### src/rtl/rp_heater_ctrl.sv
// Ring-oscillator bank heater: staggered ramp, PWM gating, burst timer, status register.
// reg_0 commands act on the second Clk edge after they change; osc_en is registered; no backpressure.
module rp_heater_ctrl #(
    parameter int NUM_BANKS   = 8,
    parameter int PWM_BITS    = 8,
    parameter int RAMP_CYCLES = 16,
    parameter int BURST_BITS  = 24,
    parameter int ELAP_BITS   = 24
) (
    input  logic                  Clk,
    input  logic                  Reset,
    input  logic [31:0]           reg_0,
    input  logic [NUM_BANKS-1:0]  bank_mask,
    input  logic [BURST_BITS-1:0] burst_len,
    output logic [31:0]           reg_1,
    output logic [NUM_BANKS-1:0]  osc_en
);

    typedef enum logic [1:0] {
        ST_IDLE = 2'd0,
        ST_RAMP = 2'd1,
        ST_RUN  = 2'd2,
        ST_DONE = 2'd3
    } state_t;

    localparam int RC_W = (RAMP_CYCLES > 1) ? $clog2(RAMP_CYCLES) : 1;
    localparam logic [RC_W-1:0] RC_LAST = RC_W'(RAMP_CYCLES - 1);

    state_t                st, st_d;
    logic                  start_q, stop_q, clr_q, mode_in_q;
    logic                  start_qq, stop_qq, clr_qq;
    logic [PWM_BITS-1:0]   duty_in, duty_q, duty_d;
    logic                  start_e, stop_e, clr_e;
    logic [NUM_BANKS-1:0]  active, active_d, mask_q;
    logic                  mode_q;
    logic [BURST_BITS-1:0] blen_q, burst_cnt, burst_d;
    logic [RC_W-1:0]       ramp_cnt, ramp_d;
    logic [ELAP_BITS-1:0]  elapsed, elapsed_d;
    logic [PWM_BITS-1:0]   pwm_cnt;
    logic                  err, err_d;
    logic                  enter, set_err;
    logic                  busy, busy_d, burst_hit, gate;
    logic [NUM_BANKS-1:0]  osc_d;
    logic [31:0]           elap_sh;
    logic [15:0]           elap_field;
    logic                  unused_bits;

    assign unused_bits = ^{reg_0[31:8+PWM_BITS], reg_0[7:4]};

    function automatic logic [NUM_BANKS-1:0] lowest_bit(input logic [NUM_BANKS-1:0] v);
        return v & (~v + NUM_BANKS'(1));
    endfunction

    function automatic logic [4:0] popcount(input logic [NUM_BANKS-1:0] v);
        logic [4:0] c;
        c = '0;
        for (int i = 0; i < NUM_BANKS; i++) c = c + 5'(v[i]);
        return c;
    endfunction

    // Command bits pass through one register stage, then a second copy for edge detection.
    always_ff @(posedge Clk or posedge Reset) begin
        if (Reset) begin
            start_q   <= 1'b0;
            stop_q    <= 1'b0;
            clr_q     <= 1'b0;
            mode_in_q <= 1'b0;
            duty_in   <= '0;
            start_qq  <= 1'b0;
            stop_qq   <= 1'b0;
            clr_qq    <= 1'b0;
        end else begin
            start_q   <= reg_0[0];
            stop_q    <= reg_0[1];
            clr_q     <= reg_0[3];
            mode_in_q <= reg_0[2];
            duty_in   <= reg_0[8 +: PWM_BITS];
            start_qq  <= start_q;
            stop_qq   <= stop_q;
            clr_qq    <= clr_q;
        end
    end

    assign start_e   = start_q & ~start_qq;
    assign stop_e    = stop_q & ~stop_qq;
    assign clr_e     = clr_q & ~clr_qq;
    assign busy      = (st == ST_RAMP) || (st == ST_RUN);
    // A zero burst length behaves like one: a single RAMP cycle, then DONE.
    assign burst_hit = mode_q && ((blen_q == '0) || (burst_cnt == blen_q - BURST_BITS'(1)));

    always_comb begin
        st_d      = st;
        active_d  = active;
        ramp_d    = ramp_cnt;
        burst_d   = burst_cnt;
        elapsed_d = elapsed;
        enter     = 1'b0;
        set_err   = 1'b0;

        case (st)
            ST_IDLE: begin
                if (start_e && !stop_e) begin
                    if (|bank_mask) enter = 1'b1;
                    else            set_err = 1'b1;
                end
            end
            ST_RAMP: begin
                if (stop_e)                  st_d = ST_IDLE;
                else if (burst_hit)          st_d = ST_DONE;
                else if (active == mask_q)   st_d = ST_RUN;
                else if (ramp_cnt == RC_LAST) begin
                    active_d = active | lowest_bit(mask_q & ~active);
                    ramp_d   = '0;
                end else begin
                    ramp_d = ramp_cnt + RC_W'(1);
                end
            end
            ST_RUN: begin
                if (stop_e)         st_d = ST_IDLE;
                else if (burst_hit) st_d = ST_DONE;
            end
            ST_DONE: begin
                if (stop_e || clr_e) st_d = ST_IDLE;
                else if (start_e) begin
                    if (|bank_mask) enter = 1'b1;
                    else            set_err = 1'b1;
                end
            end
            default: st_d = ST_IDLE;
        endcase

        if (busy) begin
            burst_d = burst_cnt + BURST_BITS'(1);
            if (~&elapsed) elapsed_d = elapsed + ELAP_BITS'(1);
        end

        if (enter) begin
            st_d      = ST_RAMP;
            active_d  = lowest_bit(bank_mask);
            ramp_d    = '0;
            burst_d   = '0;
            elapsed_d = '0;
        end

        busy_d = (st_d == ST_RAMP) || (st_d == ST_RUN);
        if (!busy_d) active_d = '0;

        duty_d = (enter || busy) ? duty_in : duty_q;
        gate   = (&duty_d) || (pwm_cnt < duty_d);
        osc_d  = (busy_d && gate) ? active_d : '0;

        err_d = err;
        if (clr_e)        err_d = 1'b0;
        else if (set_err) err_d = 1'b1;
    end

    always_ff @(posedge Clk or posedge Reset) begin
        if (Reset) begin
            st        <= ST_IDLE;
            active    <= '0;
            mask_q    <= '0;
            mode_q    <= 1'b0;
            blen_q    <= '0;
            duty_q    <= '0;
            burst_cnt <= '0;
            ramp_cnt  <= '0;
            elapsed   <= '0;
            pwm_cnt   <= '0;
            err       <= 1'b0;
            osc_en    <= '0;
        end else begin
            st        <= st_d;
            active    <= active_d;
            duty_q    <= duty_d;
            burst_cnt <= burst_d;
            ramp_cnt  <= ramp_d;
            elapsed   <= elapsed_d;
            pwm_cnt   <= pwm_cnt + PWM_BITS'(1);
            err       <= err_d;
            osc_en    <= osc_d;
            if (enter) begin
                mask_q <= bank_mask;
                mode_q <= mode_in_q;
                blen_q <= burst_len;
            end
        end
    end

    assign elap_sh    = 32'(elapsed) >> 8;
    assign elap_field = ((&elapsed) || (elap_sh > 32'h0000_FFFF)) ? 16'hFFFF : elap_sh[15:0];

    always_comb begin
        reg_1        = '0;
        reg_1[0]     = busy;
        reg_1[1]     = (st == ST_DONE);
        reg_1[2]     = (st == ST_RAMP);
        reg_1[3]     = err;
        reg_1[12:8]  = popcount(active);
        reg_1[31:16] = elap_field;
    end

endmodule

### config.mk
export PLATFORM = sky130hd
export DESIGN_NAME = rp_heater_ctrl
export DESIGN_NICKNAME = d
export VERILOG_FILES = /design/src/rtl/rp_heater_ctrl.sv
export SDC_FILE = /design/constraint.sdc
export NUM_CORES = 1
export LEC_CHECK = 0
export ABC_AREA = 1
export CAP_MARGIN = 25
export CORE_AREA = 2 2 146 148
export DETAILED_ROUTE_END_ITERATION = 10
export DIE_AREA = 0 0 148 150
export HOLD_SLACK_MARGIN = 0.08
export PLACE_DENSITY_LB_ADDON = 0.3
export RECOVER_POWER = 25
export SLEW_MARGIN = 25
export SYNTH_ARGS = -nofsm -noshare
export SYNTH_HDL_FRONTEND = slang
export SYNTH_SLANG_ARGS = --single-unit
### constraint.sdc
create_clock -name Clk -period 6.9 [get_ports Clk]
set_input_delay 1.38 -clock Clk [delete_from_list [all_inputs] [get_ports Clk]]
set_output_delay 1.38 -clock Clk [all_outputs]
set_load 0.005 [all_outputs]
==> run metrics, run 1 <==
status finished with violations; violated checks max-capacitance violations, max-slew violations; ys flop type dfrtp_1; Netlist cell types 49; min Tclk post-route 5030 ps; setup TNS 0 ps; Reg clk slew, reported paths 60 ps; final weighted congestion in routability-driven placement 0.898; Yosys reg bits 135; worst min-delay path class register to register; post-route cell area 9720 um^2; die area 22200 um^2; Clock Skew 7.69 ps; reg2reg start st[0]; CTS tree built; H-tree Lvls 4; Slew Limit Fails 87; Async SR Flop Fraction 100%; Clock Sinks 135; first-pass GRT wire length 31.2 mm; Clock Latency Late Sink 420 ps; CTS root buffer clkbuf_16; I/O Buffers 77; total of max-cap violations 1; drt first-iter violations 329; Least-Margin Pin Slew 3740 ps; final wirelength 18.3 mm; FF-to-FF End elapsed[22]; Final Hold Viols 0; Worst Setup EP reg_1[10]; nets@finish 1232; vias in the first global route 6514; largest net degree at the start of global routing 87; cell row count 53; top cells by area, synth dfrtp_1 42%, nand2_1 13%, inv_1 6.7%; routed via count 6799; Syn-to-layout area delta 19.9%; CTS resizes 0; worst-path fanout max 3; 1st-pass router iterations 5; worst reg2reg setup slack 3050 ps; DP Wirelength 13.6 mm; setup bufs post-CTS 0; Max-slew headroom -150%; top cell type's share of synthesized area 41.6%; critical path required time 5520 ps; Final ANT Viol Nets 0; layout cells sized above 1 9.25%; fmax 199 MHz; Reg2Reg Depth 15; most common cell in the netlist nand2_1; VDD IR max 0.212 mV; Synth Cell Area 8110 um^2; Power Dens Cells 403 nW/um^2; hold buffer count at CTS 0; die width 148 um; Starting Density 39.2%; Commonest cells post-synth 284 x nand2_1, 145 x inv_1, 135 x dfrtp_1; Longest Clk Path Bufs 2; critical path launch point type register; cts bufs inserted 17; Hold Path Cell Cnt 0; crit end category output pin; GR Overflow Total 0; EDFF count, synth 0; GRT Total Usage 17.5%; I/O pin cnt 106; die height 150 um; final-report setup violation count 0; Syn Inst Count 1069; CP Launch Point active[0]; dpl cell area 9070 um^2; Critical Path AT 3650 ps; WL per Instance 12.9 um; initial antenna violation count 0; core area 20700 um^2; area leader, netlist dfrtp_1; Final period util 72.9%; number of inserted diodes 0; Lkg Pwr 4.66 nW; vias per cell 4.78; critical path class register to output pin; RSZ-0062 raised after global routing false; sequential share of the synthesized area 41.6%; Avg Cell Area, Syn 7.59 um^2; DRC 0; Hold Startpoint start_q; Synthesis Warnings 0
-- sequential cells by signal (all words and copies together), names as in the netlist, 8 cells and up --
name,flops
mask_q,8
duty_in,8
active,8
elapsed,24
blen_q,24
duty_q,8
pwm_cnt,8
burst_cnt,24
osc_en,8
-- cell usage in the layout (no fill, tap or decap), types with 2 or more instances in the layout --
| cell type | instances |
|---|---|
| clkinv_2 | 2 |
| nand2_2 | 9 |
| bufinv_16 | 5 |
| xnor2_1 | 4 |
| fa_1 | 4 |
| o21a_1 | 3 |
| nand2_1 | 284 |
| nand4_1 | 13 |
| a211oi_1 | 5 |
| nor2_1 | 91 |
| clkinv_4 | 2 |
| nor2_2 | 20 |
| dfrtp_1 | 135 |
| nand3_2 | 4 |
| clkdlybuf4s50_1 | 64 |
| nand3b_1 | 5 |
| o21ai_0 | 59 |
| xor2_1 | 19 |
| conb_1 | 8 |
| ha_1 | 28 |
| nor2_4 | 11 |
| clkbuf_8 | 2 |
| inv_1 | 144 |
| nor4_1 | 11 |
| nor2_8 | 2 |
| nand2_4 | 4 |
| clkbuf_16 | 17 |
| nand3_1 | 79 |
| nor4_2 | 2 |
| dlygate4sd3_1 | 13 |
| o21ai_1 | 8 |
| inv_2 | 6 |
| nor3_1 | 18 |
| or2_2 | 6 |
| buf_4 | 3 |
| clkinvlp_4 | 3 |
| a21oi_1 | 36 |
-- worst max-delay path, stage by stage, from the launching register on --
cell	delay, ps
dfrtp_1	420
fa_1	540
inv_1	50
fa_1	490
fa_1	410
inv_1	60
ha_1	160
inv_1	50
fa_1	370
xnor2_1	160
clkdlybuf4s50_1	520
-- cell type report --
class	count	area, um^2
Clock buffer	19	453
Clock inverter	12	200
Fill cell	2014	11000
Inverter	151	568
Multi-Input combinational cell	749	3990
Sequential cell	135	3380
Tap cell	275	344
Timing Repair Buffer	80	793
-- metal layers --
metal | wire length [um] | vias to the layer above | GRT usage (%)
met3 | 608 | 20 | 3.48
li1 | - | 3501 | -
met5 | 0 | - | 0
met4 | 274 | 0 | 4.95
met2 | 8640 | 103 | 28.9
met1 | 8810 | 3175 | 23.5
-- worst min-delay path by stage --
stage	endpoint	slack (ps)
finish	start_qq	370
global route	stop_qq	380
global placement	stop_qq	360
CTS	start_qq	370
floorplan	clr_qq	350
detailed placement	stop_qq	360
-- kinds of logic after synthesis --
family          synth area share, %
simple gates                   32.8
buf+inv                        9.55
flops                          41.6
compound gates                 7.90
fa+ha+maj                      5.31
xor+xnor                       2.76
other cells                  0.0462
-- power breakdown --
| part | switching, mW | internal (mW) | leakage [nW] |
|---|---|---|---|
| clock | 0.353 | 0.658 | 0.311 |
| sequential | 0.223 | 1.01 | 1.73 |
| combinational | 1.06 | 0.607 | 2.62 |
-- stage by stage --
stage	cells	util (%)	setup slack, ps	hold WS [ps]	power, mW
after CTS	1421	47.0	1820	375	3.95
after floorplan	1076	-	1910	354	2.48
after global routing	1421	47.0	1680	382	4.27
final	1421	47.0	1870	369	3.92
after detailed placement	1390	43.8	2220	363	2.92
after global placement	1390	43.8	2230	359	2.89
(Power assumes the default switching activity.)
==> run 2, diff against run 1 <==
==> constraint.sdc (replaced) <==
create_clock -name Clk -period 4.4 [get_ports Clk]
set_input_delay 0.88 -clock Clk [delete_from_list [all_inputs] [get_ports Clk]]
set_output_delay 0.88 -clock Clk [all_outputs]
set_load 0.005 [all_outputs]
==> run 2 against run 1 <==
Against the previous run: the run still ends with max-capacitance violations, max-slew violations left; routed wire length decreased by 0.42%; clock power increased by 51%; worst setup slack got worse by 1700 ps; sequential share of layout area decreased by 0.063 points; critical path type unchanged.
==> run metrics, run 2 (synthesized netlist as in run 1, its figures left out) <==
worst-path fanout max 2; die height 150 um; Longest Clk Path Bufs 2; Power Dens Cells 627 nW/um^2; RSZ-0062 raised after global routing false; fin util 47.1%; WL per Instance 12.8 um; Lkg Pwr 4.69 nW; die width 148 um; total of max-cap violations 1; drt first-iter violations 416; Final Hold Viols 0; Least-Margin Pin Slew 1820 ps; H-tree Lvls 4; placed insts 1392; Hold Path Cell Cnt 0; nets@finish 1235; number of inserted diodes 0; GR Overflow Total 0; Clock Latency Late Sink 420 ps; hold_ws 372 ps; Top Registers blen_q (24), burst_cnt (24), elapsed (24); I/O pin cnt 106; final weighted congestion in routability-driven placement 0.870; fillcell total 2063; critical path required time 3520 ps; CTS tree built; violated checks max-capacitance violations, max-slew violations; DP Wirelength 13.5 mm; Reg2Reg Depth 16; GRT Total Usage 17.6%; setup TNS 0 ps; core area 20700 um^2; Final period util 95.7%; fin worst setup slack 188 ps; I/O Buffers 77; Max-slew headroom -21.6%; Starting Density 39.2%; CTS root buffer clkbuf_16; first-pass GRT wire length 31.6 mm; Syn-to-layout area delta 20.1%; die area 22200 um^2; critical path class register to output pin; status finished with violations; worst min-delay path class register to register; largest net degree at the start of global routing 136; fin cells 1425; fmax 237 MHz; vias per cell 4.81; post-route cell area 9740 um^2; most frequent cells in the layout 284 x nand2_1, 144 x inv_1, 135 x dfrtp_1, 91 x nor2_1, 79 x nand3_1; Place WS 248 ps; critical path launch point type register; dpl cell area 9110 um^2; min Tclk post-route 4210 ps; Clock Skew 7.86 ps; Critical Path AT 3330 ps; vias in the first global route 6633; Final ANT Viol Nets 0; final wirelength 18.3 mm; final-report setup violation count 0; most common cell after layout, fill and taps aside nand2_1; layout cells sized above 1 9.57%; 1st-pass router iterations 5; crit end category output pin; Slew Limit Fails 136; initial antenna violation count 0; DRC 0; Tot Pwr 6.11 mW; cell row count 53; Clock Sinks 135; hold buffer count at CTS 0; cts bufs inserted 17; routed via count 6852; VDD IR max 0.341 mV; Reg clk slew, reported paths 60 ps
==> run 2: cell types whose count changed in the layout (fill, tap and decap cells not counted), sizes merged <==
cell / delta
clkbuf: +4
buf: +2
clkdlybuf4s50: -2
clkinvlp: -2
inv: +2
bufinv: -1
dlygate4sd2: +1
==> run 2: final cells by class <==
cell class | count | area [um^2] | share of cell area (%)
clock buffers | 21 | 470 | 4.83
clock inverters | 11 | 169 | 1.73
inverters | 151 | 571 | 5.86
multi-input cells | 749 | 3990 | 40.9
flip-flops and latches | 135 | 3380 | 34.7
well taps | 275 | 344 | 3.53
repair buffers | 83 | 822 | 8.44
==> run 2: path summary, 6_finish.rpt <==
check	from	end	slack, ps
min in group asynchronous	Reset	elapsed[17]	1640
max in group asynchronous	Reset	blen_q[22]	1650
worst min-delay path	start_q	start_qq	370
worst max-delay path	active[0]	reg_1[9]	190
worst max register to register	st[0]	osc_en[2]	1160
worst min register to register	start_q	start_qq	370
==> run 2: what timing repair did <==
item	CTS	global route
gates resized for setup	2	2
buffers inserted	1	0
pin swaps	1	1
setup endpoints to repair	2	1
cloned	0	0
==> run 2: power breakdown <==
part / internal, mW / switching, mW
logic: 0.974 / 1.65
registers: 1.59 / 0.360
clock network: 0.995 / 0.539
total: 3.56 / 2.55
==> run 2: worst max-delay path: stages, from the launching register on <==
cell and delay (ps):
dfrtp_1 400, fa_1 540, inv_1 50, fa_1 490
fa_1 410, inv_1 60, ha_1 150, inv_1 50
fa_1 470, inv_1 30, dlygate4sd2_1 250
==> run 2: metal layers <==
metal | GRT usage (%) | routed length (um) | vias to the layer above
li1 | - | - | 3523
met1 | 23.9 | 8780 | 3166
met2 | 28.0 | 8430 | 132
met3 | 3.57 | 651 | 31
met4 | 6.43 | 398 | 0
met5 | 0 | 0 | -
==> run 3, diff against run 2 <==
--- a/config.mk
+++ b/config.mk
@@ -7,9 +7,9 @@
 export LEC_CHECK = 0
 export ABC_AREA = 1
 export CAP_MARGIN = 25
-export CORE_AREA = 2 2 146 148
+export CORE_AREA = 2 2 168 170
 export DETAILED_ROUTE_END_ITERATION = 10
-export DIE_AREA = 0 0 148 150
+export DIE_AREA = 0 0 170 172
 export HOLD_SLACK_MARGIN = 0.08
 export PLACE_DENSITY_LB_ADDON = 0.3
 export RECOVER_POWER = 25
==> constraint.sdc (replaced) <==
create_clock -name Clk -period 4.78 [get_ports Clk]
set_input_delay 0.956 -clock Clk [delete_from_list [all_inputs] [get_ports Clk]]
set_output_delay 0.956 -clock Clk [all_outputs]
set_load 0.005 [all_outputs]
==> run 3 against run 2 <==
Against the previous run: the run still ends with max-capacitance violations, max-slew violations left; combinational power is 7% lower; critical path type unchanged; clock skew grew 4.6 ps; critical path depth did not move; core utilization down 11 points; via count shrank 2.0%; final cell count grew 5.0%; hold slack improved by 4.3 ps; largest power group unchanged; count of clock-buffer cells in the layout stayed put; sequential share of layout area down 0.34 points.
==> run metrics, run 3 (synthesized netlist as in run 1, its figures left out) <==
status finished with violations; violated checks max-capacitance violations, max-slew violations; Top Registers blen_q (24), burst_cnt (24), elapsed (24); cts bufs inserted 17; routed via count 6712; dpl cell area 9180 um^2; largest net degree at the start of global routing 77; crit path cell chain fa_1, inv_1, fa_1, fa_1, inv_1, ha_1, inv_1, fa_1, xnor2_1, clkdlybuf4s50_1; Final ANT Viol Nets 0; Hold Startpoint stop_q; setup TNS 0 ps; nets@finish 1235; critical path required time 3820 ps; die height 172 um; Place WS 612 ps; die width 170 um; WL per Instance 13.1 um; fin worst setup slack 197 ps; Clock Latency Late Sink 430 ps; Longest Clk Path Bufs 2; die area 29200 um^2; number of inserted diodes 0; critical path class register to output pin; setup bufs post-CTS 0; Clock Skew 12.5 ps; slowest cell delay on critical path 540 ps; Clock Sinks 135; WP buf/inv 4; drt first-iter violations 347; hold path endpoint stop_qq; Least-Margin Pin Slew 2830 ps; reg2reg start st[0]; I/O pin cnt 106; Critical Path AT 3630 ps; I/O Buffers 77; cell row count 61; worst min-delay path class register to register; CP Depth 10; hold buffer count at CTS 0; fillcell total 2907; most frequent cells in the layout 284 x nand2_1, 145 x inv_1, 135 x dfrtp_1, 91 x nor2_1, 79 x nand3_1; core area 27500 um^2; Max-slew headroom -88.8%; worst-path fanout max 3; min Tclk post-route 4580 ps; CTS resizes 0; layout cells sized above 1 9.30%; Hold Path Cell Cnt 0; Crit-path slowest cell fa_1; DP Wirelength 14.8 mm; CTS tree built; DRC 0; fin util 35.8%; Tot Pwr 5.71 mW; Final period util 95.9%; hold_ws 376 ps; total of max-cap violations 1; Power Dens Cells 581 nW/um^2; placed insts 1464; most common cell after layout, fill and taps aside nand2_1; CTS root buffer clkbuf_16; fin cells 1496; Syn-to-layout area delta 21.2%; GRT Total Usage 14.3%; Starting Density 29.5%; worst reg2reg setup slack 1560 ps; crit-path leading delay family adder cells; crit end category output pin; Reg clk slew, reported paths 60 ps; Reg2Reg Depth 16; vias in the first global route 6712; RSZ-0062 raised after global routing false; Final Hold Viols 0; post-route cell area 9830 um^2; critical path launch point type register; fmax 218 MHz; GR Overflow Total 0; H-tree Lvls 4; first-pass GRT wire length 33.2 mm; initial antenna violation count 0; Slew Limit Fails 77; VDD IR max 0.282 mV; final weighted congestion in routability-driven placement 0.864; Lkg Pwr 4.68 nW; final-report setup violation count 0; final wirelength 19.6 mm; FF-to-FF End osc_en[3]; 1st-pass router iterations 5; most frequent CP cell fa_1; vias per cell 4.49
## run 3: cell types whose count changed in the layout (fill, tap and decap cells not counted)
cell and delta:
buf_12 -1, bufinv_16 +1, buf_4 +2, clkbuf_2 -1
clkinvlp_4 +1, inv_1 +1, dlygate4sd2_1 -1, clkdlybuf4s50_1 +2
inv_6 -1, clkbuf_4 -1, clkbuf_1 +1, clkinv_2 -2
clkbuf_8 -1
## run 3: routing by layer
metal / part of all wire [%] / vias up / routed length, um / GRT usage (%)
li1: - / 3510 / - / -
met1: 48 / 3099 / 9430 / 18.7
met2: 48 / 87 / 9340 / 24.4
met3: 2.8 / 16 / 540 / 2.24
met4: 1.3 / 0 / 247 / 4.35
met5: 0 / - / 0 / 0
## run 3: power breakdown
group / leakage [nW] / internal (mW) / switching (mW) / total, mW
logic: 2.64 / 0.890 / 1.55 / 2.44
clock network: 0.310 / 0.955 / 0.516 / 1.47
registers: 1.73 / 1.46 / 0.343 / 1.81
total: 4.68 / 3.31 / 2.41 / 5.71
## run 3: final cells by class
type / instances / area [um^2] / area share (%)
Timing Repair Buffer: 83 / 816 / 8.30
Tap cell: 346 / 433 / 4.40
Multi-Input combinational cell: 749 / 3990 / 40.5
Sequential cell: 135 / 3380 / 34.4
Clock inverter: 11 / 195 / 1.98
Inverter: 151 / 567 / 5.76
Clock buffer: 21 / 460 / 4.68
## run 3: worst max-delay path by stage
| stage | startpoint | end | slack (ps) |
|---|---|---|---|
| 2_1_floorplan | Reset | active[0] | 210 |
| 3_3_place_gp | active[0] | reg_1[10] | 630 |
| 3_5_place_dp | active[0] | reg_1[10] | 610 |
| 4_1_cts | active[0] | reg_1[10] | 150 |
| 5_1_grt | active[0] | reg_1[10] | 10 |
| 6_report | active[0] | reg_1[10] | 200 |
